**src/rtl/if_id_stage_if.sv**
```systemverilog
// Signal bundle between the fetch stage and its neighbours: hazard/branch control in,
// instruction-memory and IF/ID register contents out.
interface if_id_stage_if;
  logic        start_i;
  logic        PCWrite_i;
  logic        Stall_i;
  logic        Flush_i;
  logic        Branch_i;
  logic [31:0] BranchTarget_i;
  logic [31:0] IF_instr_i;
  logic [31:0] IF_pc_o;
  logic [31:0] ID_pc_o;
  logic [31:0] ID_instr_o;
  logic        ID_valid_o;

  modport master (
    output start_i, PCWrite_i, Stall_i, Flush_i, Branch_i, BranchTarget_i, IF_instr_i,
    input  IF_pc_o, ID_pc_o, ID_instr_o, ID_valid_o
  );

  modport slave (
    input  start_i, PCWrite_i, Stall_i, Flush_i, Branch_i, BranchTarget_i, IF_instr_i,
    output IF_pc_o, ID_pc_o, ID_instr_o, ID_valid_o
  );
endinterface

```
**src/rtl/if_id_stage.sv**
```systemverilog
// Instruction fetch with program counter and IF/ID pipeline register for a five-stage
// RISC-V pipeline. All outputs are registered.
module if_id_stage #(
  parameter logic [31:0] RESET_PC  = 32'h0000_0000,
  parameter logic [31:0] NOP_INSTR = 32'h0000_0013
) (
  input logic           clk_i,
  input logic           rst_i,
  if_id_stage_if.slave  bus
);

  typedef enum logic [0:0] {StIdle, StRun} state_e;

  state_e      state_q, state_d;
  logic [31:0] pc_q, pc_d;
  logic [31:0] id_pc_q, id_pc_d;
  logic [31:0] id_instr_q, id_instr_d;
  logic        id_valid_q, id_valid_d;

  always_ff @(posedge clk_i or posedge rst_i) begin
    if (rst_i) begin
      state_q    <= StIdle;
      pc_q       <= RESET_PC;
      id_pc_q    <= '0;
      id_instr_q <= NOP_INSTR;
      id_valid_q <= 1'b0;
    end else begin
      state_q    <= state_d;
      pc_q       <= pc_d;
      id_pc_q    <= id_pc_d;
      id_instr_q <= id_instr_d;
      id_valid_q <= id_valid_d;
    end
  end

  always_comb begin
    state_d    = state_q;
    pc_d       = pc_q;
    id_pc_d    = id_pc_q;
    id_instr_d = id_instr_q;
    id_valid_d = id_valid_q;
    unique case (state_q)
      StIdle: begin
        // Hazard and branch inputs are meaningless before fetch starts.
        pc_d       = RESET_PC;
        id_pc_d    = '0;
        id_instr_d = NOP_INSTR;
        id_valid_d = 1'b0;
        if (bus.start_i) begin
          state_d    = StRun;
          pc_d       = pc_q + 32'd4;
          id_pc_d    = pc_q;
          id_instr_d = bus.IF_instr_i;
          id_valid_d = 1'b1;
        end
      end
      StRun: begin
        if (!bus.PCWrite_i) begin
          pc_d = pc_q;
        end else if (bus.Branch_i) begin
          pc_d = bus.BranchTarget_i;
        end else begin
          pc_d = pc_q + 32'd4;
        end
        // Stall wins over flush: a stalled branch has not resolved yet.
        if (bus.Stall_i) begin
          id_pc_d    = id_pc_q;
          id_instr_d = id_instr_q;
          id_valid_d = id_valid_q;
        end else if (bus.Flush_i) begin
          id_pc_d    = '0;
          id_instr_d = NOP_INSTR;
          id_valid_d = 1'b0;
        end else begin
          id_pc_d    = pc_q;
          id_instr_d = bus.IF_instr_i;
          id_valid_d = 1'b1;
        end
      end
      default: state_d = StIdle;
    endcase
  end

  assign bus.IF_pc_o    = pc_q;
  assign bus.ID_pc_o    = id_pc_q;
  assign bus.ID_instr_o = id_instr_q;
  assign bus.ID_valid_o = id_valid_q;

endmodule

```
**src/flat_wrapper.sv**
```systemverilog
// flat-port wrapper written by rule: the top's interface ports become plain ports
module if_id_stage_flat 
#(
  parameter logic [31:0] RESET_PC  = 32'h0000_0000,
  parameter logic [31:0] NOP_INSTR = 32'h0000_0013
)
  (clk_i, rst_i, bus_start_i, bus_PCWrite_i, bus_Stall_i, bus_Flush_i, bus_Branch_i, bus_BranchTarget_i, bus_IF_instr_i, bus_IF_pc_o, bus_ID_pc_o, bus_ID_instr_o, bus_ID_valid_o);
  if_id_stage_if bus_i ();
  input logic clk_i;
  input logic rst_i;
  input wire logic [$bits(bus_i.start_i)-1:0] bus_start_i;
  input wire logic [$bits(bus_i.PCWrite_i)-1:0] bus_PCWrite_i;
  input wire logic [$bits(bus_i.Stall_i)-1:0] bus_Stall_i;
  input wire logic [$bits(bus_i.Flush_i)-1:0] bus_Flush_i;
  input wire logic [$bits(bus_i.Branch_i)-1:0] bus_Branch_i;
  input wire logic [$bits(bus_i.BranchTarget_i)-1:0] bus_BranchTarget_i;
  input wire logic [$bits(bus_i.IF_instr_i)-1:0] bus_IF_instr_i;
  output wire logic [$bits(bus_i.IF_pc_o)-1:0] bus_IF_pc_o;
  output wire logic [$bits(bus_i.ID_pc_o)-1:0] bus_ID_pc_o;
  output wire logic [$bits(bus_i.ID_instr_o)-1:0] bus_ID_instr_o;
  output wire logic [$bits(bus_i.ID_valid_o)-1:0] bus_ID_valid_o;
  assign bus_i.start_i = bus_start_i;
  assign bus_i.PCWrite_i = bus_PCWrite_i;
  assign bus_i.Stall_i = bus_Stall_i;
  assign bus_i.Flush_i = bus_Flush_i;
  assign bus_i.Branch_i = bus_Branch_i;
  assign bus_i.BranchTarget_i = bus_BranchTarget_i;
  assign bus_i.IF_instr_i = bus_IF_instr_i;
  assign bus_IF_pc_o = bus_i.IF_pc_o;
  assign bus_ID_pc_o = bus_i.ID_pc_o;
  assign bus_ID_instr_o = bus_i.ID_instr_o;
  assign bus_ID_valid_o = bus_i.ID_valid_o;
  if_id_stage #(.RESET_PC(RESET_PC), .NOP_INSTR(NOP_INSTR)) u_core (.clk_i(clk_i), .rst_i(rst_i), .bus(bus_i));
endmodule
```
**config.mk**
```make
export PLATFORM = sky130hd
export DESIGN_NAME = if_id_stage_flat
export DESIGN_NICKNAME = d
export VERILOG_FILES = /design/src/rtl/if_id_stage_if.sv /design/src/rtl/if_id_stage.sv /design/src/flat_wrapper.sv
export SDC_FILE = /design/constraint.sdc
export NUM_CORES = 1
export LEC_CHECK = 0
export CORE_MARGIN = 5
export CORE_UTILIZATION = 25
export CTS_BUF_LIST = sky130_fd_sc_hd__clkbuf_2 sky130_fd_sc_hd__clkbuf_4 sky130_fd_sc_hd__clkbuf_8
export DETAILED_ROUTE_END_ITERATION = 6
export SKIP_LAST_GASP = 1
export SLEW_MARGIN = 20
export SYNTH_ARGS = -nofsm -noshare
export SYNTH_HDL_FRONTEND = slang
export SYNTH_SLANG_ARGS = --single-unit
```
**constraint.sdc**
```tcl
create_clock -name clk_i -period 3.6 [get_ports clk_i]
set_input_delay 1.08 -clock clk_i [delete_from_list [all_inputs] [get_ports clk_i]]
set_output_delay 1.08 -clock clk_i [all_outputs]
set_load 0.01 [all_outputs]
```
## Word-level counts from Yosys, hierarchy flattened

Index checks and enable logic that the tools add are counted.

- Memories kept: 0
- Memory bits (writable): 0
- Bits in registers: 98
- ROM bits: 0
- Input port bits: 71
- Latch bits: 0

- Equal/unequal tests: 2
- Add/sub/neg operators: 1
- Div/mod/pow operators: 0
- Shift-type cells: 0
- $lt $le $gt $ge: 0
- Mux-type cells: 17
- Bitwise gates (word level): 1
- $mul: 0
- Reductions and logical operators: 0

Operators by type and width:

| kind | number |
|---|---|
| $mux W32 | 9 |
| $pmux W32 S2 | 3 |
| $add A32 B3 Y32 const B | 1 |
| $mux W1 | 4 |
| $ne A2 B2 Y1 const B | 2 |
| $pmux W1 S2 | 1 |
| $not A1 Y1 | 1 |

## Longest topological paths before layout

- Word-level depth: 4
- Depth in mapped cells: 8
- Mapped depth without buffers: 6

## Least setup slack after synthesis

No wires, ideal clock.

- Path type: input to register
- From: in bus_start_i
- To: reg u_core.id_pc_q[16], in the netlist u_core.bus.ID_pc_o[16]
- Arrival time: 2.022 ns
- Library setup time: 0.121 ns
- Stages on the path: 5
- Setup slack: 1.457 ns
- Required time: 3.479 ns
- Cells stage by stage: nor2b_1 or2_2 buf_2 buf_1 a22o_1

- Longest elaborated chain between the ends: 2

Ends and longest elaborated chain:

| element | RTL line | text |
|---|---|---|
| start: declaration | flat_wrapper.sv:11 | `input wire logic [$bits(bus_i.start_i)-1:0] bus_start_i;` |
| $mux W32 | if_id_stage.sv:49 | `if (bus.start_i) begin` |
| $pmux W32 S2 | if_id_stage.sv:42 | `unique case (state_q)` |
| end signal: assignment | if_id_stage.sv:30 | `id_pc_q <= id_pc_d;` |
| end: declaration | if_id_stage.sv:16 | `logic [31:0] id_pc_q, id_pc_d;` |

No other way between the ends.
A chain may end at the register's enable or synchronous reset.

## Worst setup path in the final report

- From: reg u_core.pc_q[10], in the netlist u_core.bus.IF_pc_o[10]
- To: out bus_IF_pc_o[10]

RTL lines:

| element | RTL line | text |
|---|---|---|
| start: declaration | if_id_stage.sv:15 | `logic [31:0] pc_q, pc_d;` |
| start signal: assignment | if_id_stage.sv:29 | `pc_q <= pc_d;` |
| end: declaration | flat_wrapper.sv:18 | `output wire logic [$bits(bus_i.IF_pc_o)-1:0] bus_IF_pc_o;` |

No word-level cell between the ends.

==> reports/results.txt <==
status - completed
gr ovfl total - 0
Die Area - 20000 um^2
Post-Synth Adder-Cell Area - 0.290%
GR Util met2 - 24.2%
worst setup margin - 0.888 ns
worst rel slew slack - 57.8%
largest net degree at the start of global routing - 76
GP Congestion - 0.796
area share of the leading cell type in the synthesized netlist - 55.0%
Startpoint Class - flop
CP Data Required Time - 2.52 ns
register area share after synthesis - 56.8%
setup_tns - 0 ns
top cell type by total area after synthesis - dfrtp_1
effective utilization at floorplan - 25.2%
Hold WC Path Type - reg2reg
Die Height - 141 um
r2r setup slk - 1.26 ns
Synth Cell Area - 4320 um^2
most instantiated library cell after synthesis - dfrtp_1
origin of the critical flop-to-flop path - u_core.bus.IF_pc_o[2]
WS Path Type - reg2out
GRT Total Usage - 14.7%
max-slew violation count - 0
Remaining DRCs - 0
Synth Area per Inst - 10.9 um^2
1st-iter DRT viols - 237
fillers - 1687
Yosys cell types - 48
Final period util - 75.3%
Post-synth EDFFs - 0
max-cap viol count - 0
Post-CTS Hold Buffers - 0
Reg-to-Reg End - u_core.bus.IF_pc_o[28]
crit path launch - u_core.bus.IF_pc_o[10]
Area Overhead vs Synth - 51.4%
Port Buffers - 167
multiplexer share of the synthesized area - 0%
antenna violations before repair - 1
CTS tree - built
Fmax - 369 MHz
row count - 48
DR WL/cell - 18.7 um
clock latency on the worst-skew pair - 0.39 ns
unrepaired setup endpoints after global routing - false
xor and xnor area share after synthesis - 0%
Num CTS Buffers - 9
worst-path fanout max - 10
root buffer cell - clkbuf_8
Synth async-reset ratio - 100%
htree depth - 3
DP HPWL - 10900 um
DR pass1 iterations - 4
top post-synthesis cells by count - dfrtp_1, a22o_1, nand2_1
Final min period - 2.71 ns
leakage - 2.68 nW
met1 GRT Util - 18.6%
# setup viols final - 0
synth warn - 0
Syn Inst Count - 397
Syn Nets - 469
critical path's largest stage delay - 0.63 ns
R2R depth - 6
first-pass GRT wire length - 23200 um
Fin. Hold Viols - 0
clock slew at reported path FFs - 0.09 ns
PwrDens - 443 nW/um^2
GRT busiest layer - met2
Die Width - 141 um
synthesized flop and latch total - 98
worst IR drop on VDD - 0.193 mV
Core Box Area - 17100 um^2
pre-CTS setup slack - 0.649 ns
Critical-path top delay cell - clkdlybuf4s50_1
share of cells above drive strength 1 - 7.80%
Boundary Pins - 168
Post-CTS Setup Inserts - 0
Levels on crit path - 1
met3 Usage GRT - 3.40%
vias in the first global route - 4049
Clock Sink Count - 98
Worst Setup End Kind - output port
Synth Area in Compound Gates - 23.7%
Vias - 3947
post_cts resized - 0
DR vias/cell - 5.00
NumNets Final - 631
Register Area - 2460 um^2
CP Cell Sequence - clkdlybuf4s50_1
Slew @ Worst Pin - 0.632 ns
top cells by area, synth - dfrtp_1, a22o_1, nand2_1, nand3_1, o21ai_0
Top delay family on crit path - buffers and inverters
largest buffer count on any clock path - 2
Post-Synth Simple-Gate Area - 15.7%
Worst Path Arrival - 1.63 ns
Bufs and invs on worst path - 1
main combinational cell family by area after synthesis - compound AO/OA/AOI/OAI gates
wirelength, routed - 14800 um
area of the multi-input gates - 1720 um^2
Final ANT Viol Nets - 0
end point of the critical path - bus_IF_pc_o[10]
ys flop type - dfrtp_1
clk_skew - 0.0153 ns
## flip-flops by register name (all words and copies together), names as in the netlist
signal and flops:
u_core.bus.ID_instr_o 32, u_core.bus.ID_pc_o 32, u_core.bus.IF_pc_o 32, u_core.bus.ID_valid_o 1, u_core.state_q 1
## layout by cell type (no fill, tap or decap), types with 9 or more instances in the layout
master / synthesis / routed
a21oi_1: 16 / 16
a22o_1: 62 / 62
clkbuf_8: 0 / 9
clkdlybuf4s50_1: 0 / 167
dfrtp_1: 95 / 95
inv_1: 11 / 10
nand2_1: 36 / 36
nand3_1: 21 / 21
nor2_1: 23 / 23
o21ai_0: 19 / 19
## power breakdown
group,switching [mW],total [mW],leakage (nW),internal (mW)
sequential,0.150,1.37,1.24,1.22
combinational,0.276,0.657,1.31,0.382
clock,0.399,0.871,0.120,0.472
## through the flow
step	total power [mW]	hold slack (ns)	instances	area (um^2)	util, %
2_1_floorplan	1.62	0.506	397	4330	-
3_3_place_gp	2.04	0.459	773	6290	36.8
3_5_place_dp	2.06	0.465	773	6290	36.8
4_1_cts	2.95	0.488	789	6540	38.2
5_1_grt	3.04	0.519	790	6540	38.2
6_report	2.90	0.485	790	6540	38.2
## kinds of logic (layout without fill, tap and decap cells)
family | Yosys count | in the layout
AND/OR/NAND/NOR | 124 | 124
AO/OA/AOI/OAI | 136 | 136
adder cells (fa/ha/maj) | 1 | 1
flip-flops | 98 | 98
other | 0 | 1
buffers and inverters | 38 | 205
## how the worst min path moves through the flow
| stage | from | depth (start not counted) | to |
|---|---|---|---|
| 2_1_floorplan | u_core.bus.ID_instr_o[0] | 2 | u_core.bus.ID_instr_o[0] |
| 3_3_place_gp | u_core.bus.ID_valid_o | 1 | u_core.bus.ID_valid_o |
| 3_5_place_dp | u_core.bus.ID_valid_o | 1 | u_core.bus.ID_valid_o |
| 4_1_cts | u_core.bus.ID_valid_o | 1 | u_core.bus.ID_valid_o |
| 5_1_grt | u_core.bus.ID_valid_o | 1 | u_core.bus.ID_valid_o |
| 6_report | u_core.bus.ID_valid_o | 1 | u_core.bus.ID_valid_o |
## layout make-up
cell class / count / share of cell area, %
clock buffers: 10 / 2.01
multi-input cells: 261 / 26.3
diodes: 1 / 0.0383
clock inverters: 6 / 1.76
inverters: 11 / 0.689
repair buffers: 178 / 27.4
well taps: 225 / 4.30
flip-flops and latches: 98 / 37.5
## routing by layer
metal / part of all wire [%] / up-vias
li1: - / 1819
met3: 5.7 / 23
met5: 0 / -
met4: 2.5 / 0
met1: 43 / 1977
met2: 49 / 128
Power figures use the tool's default switching activity.
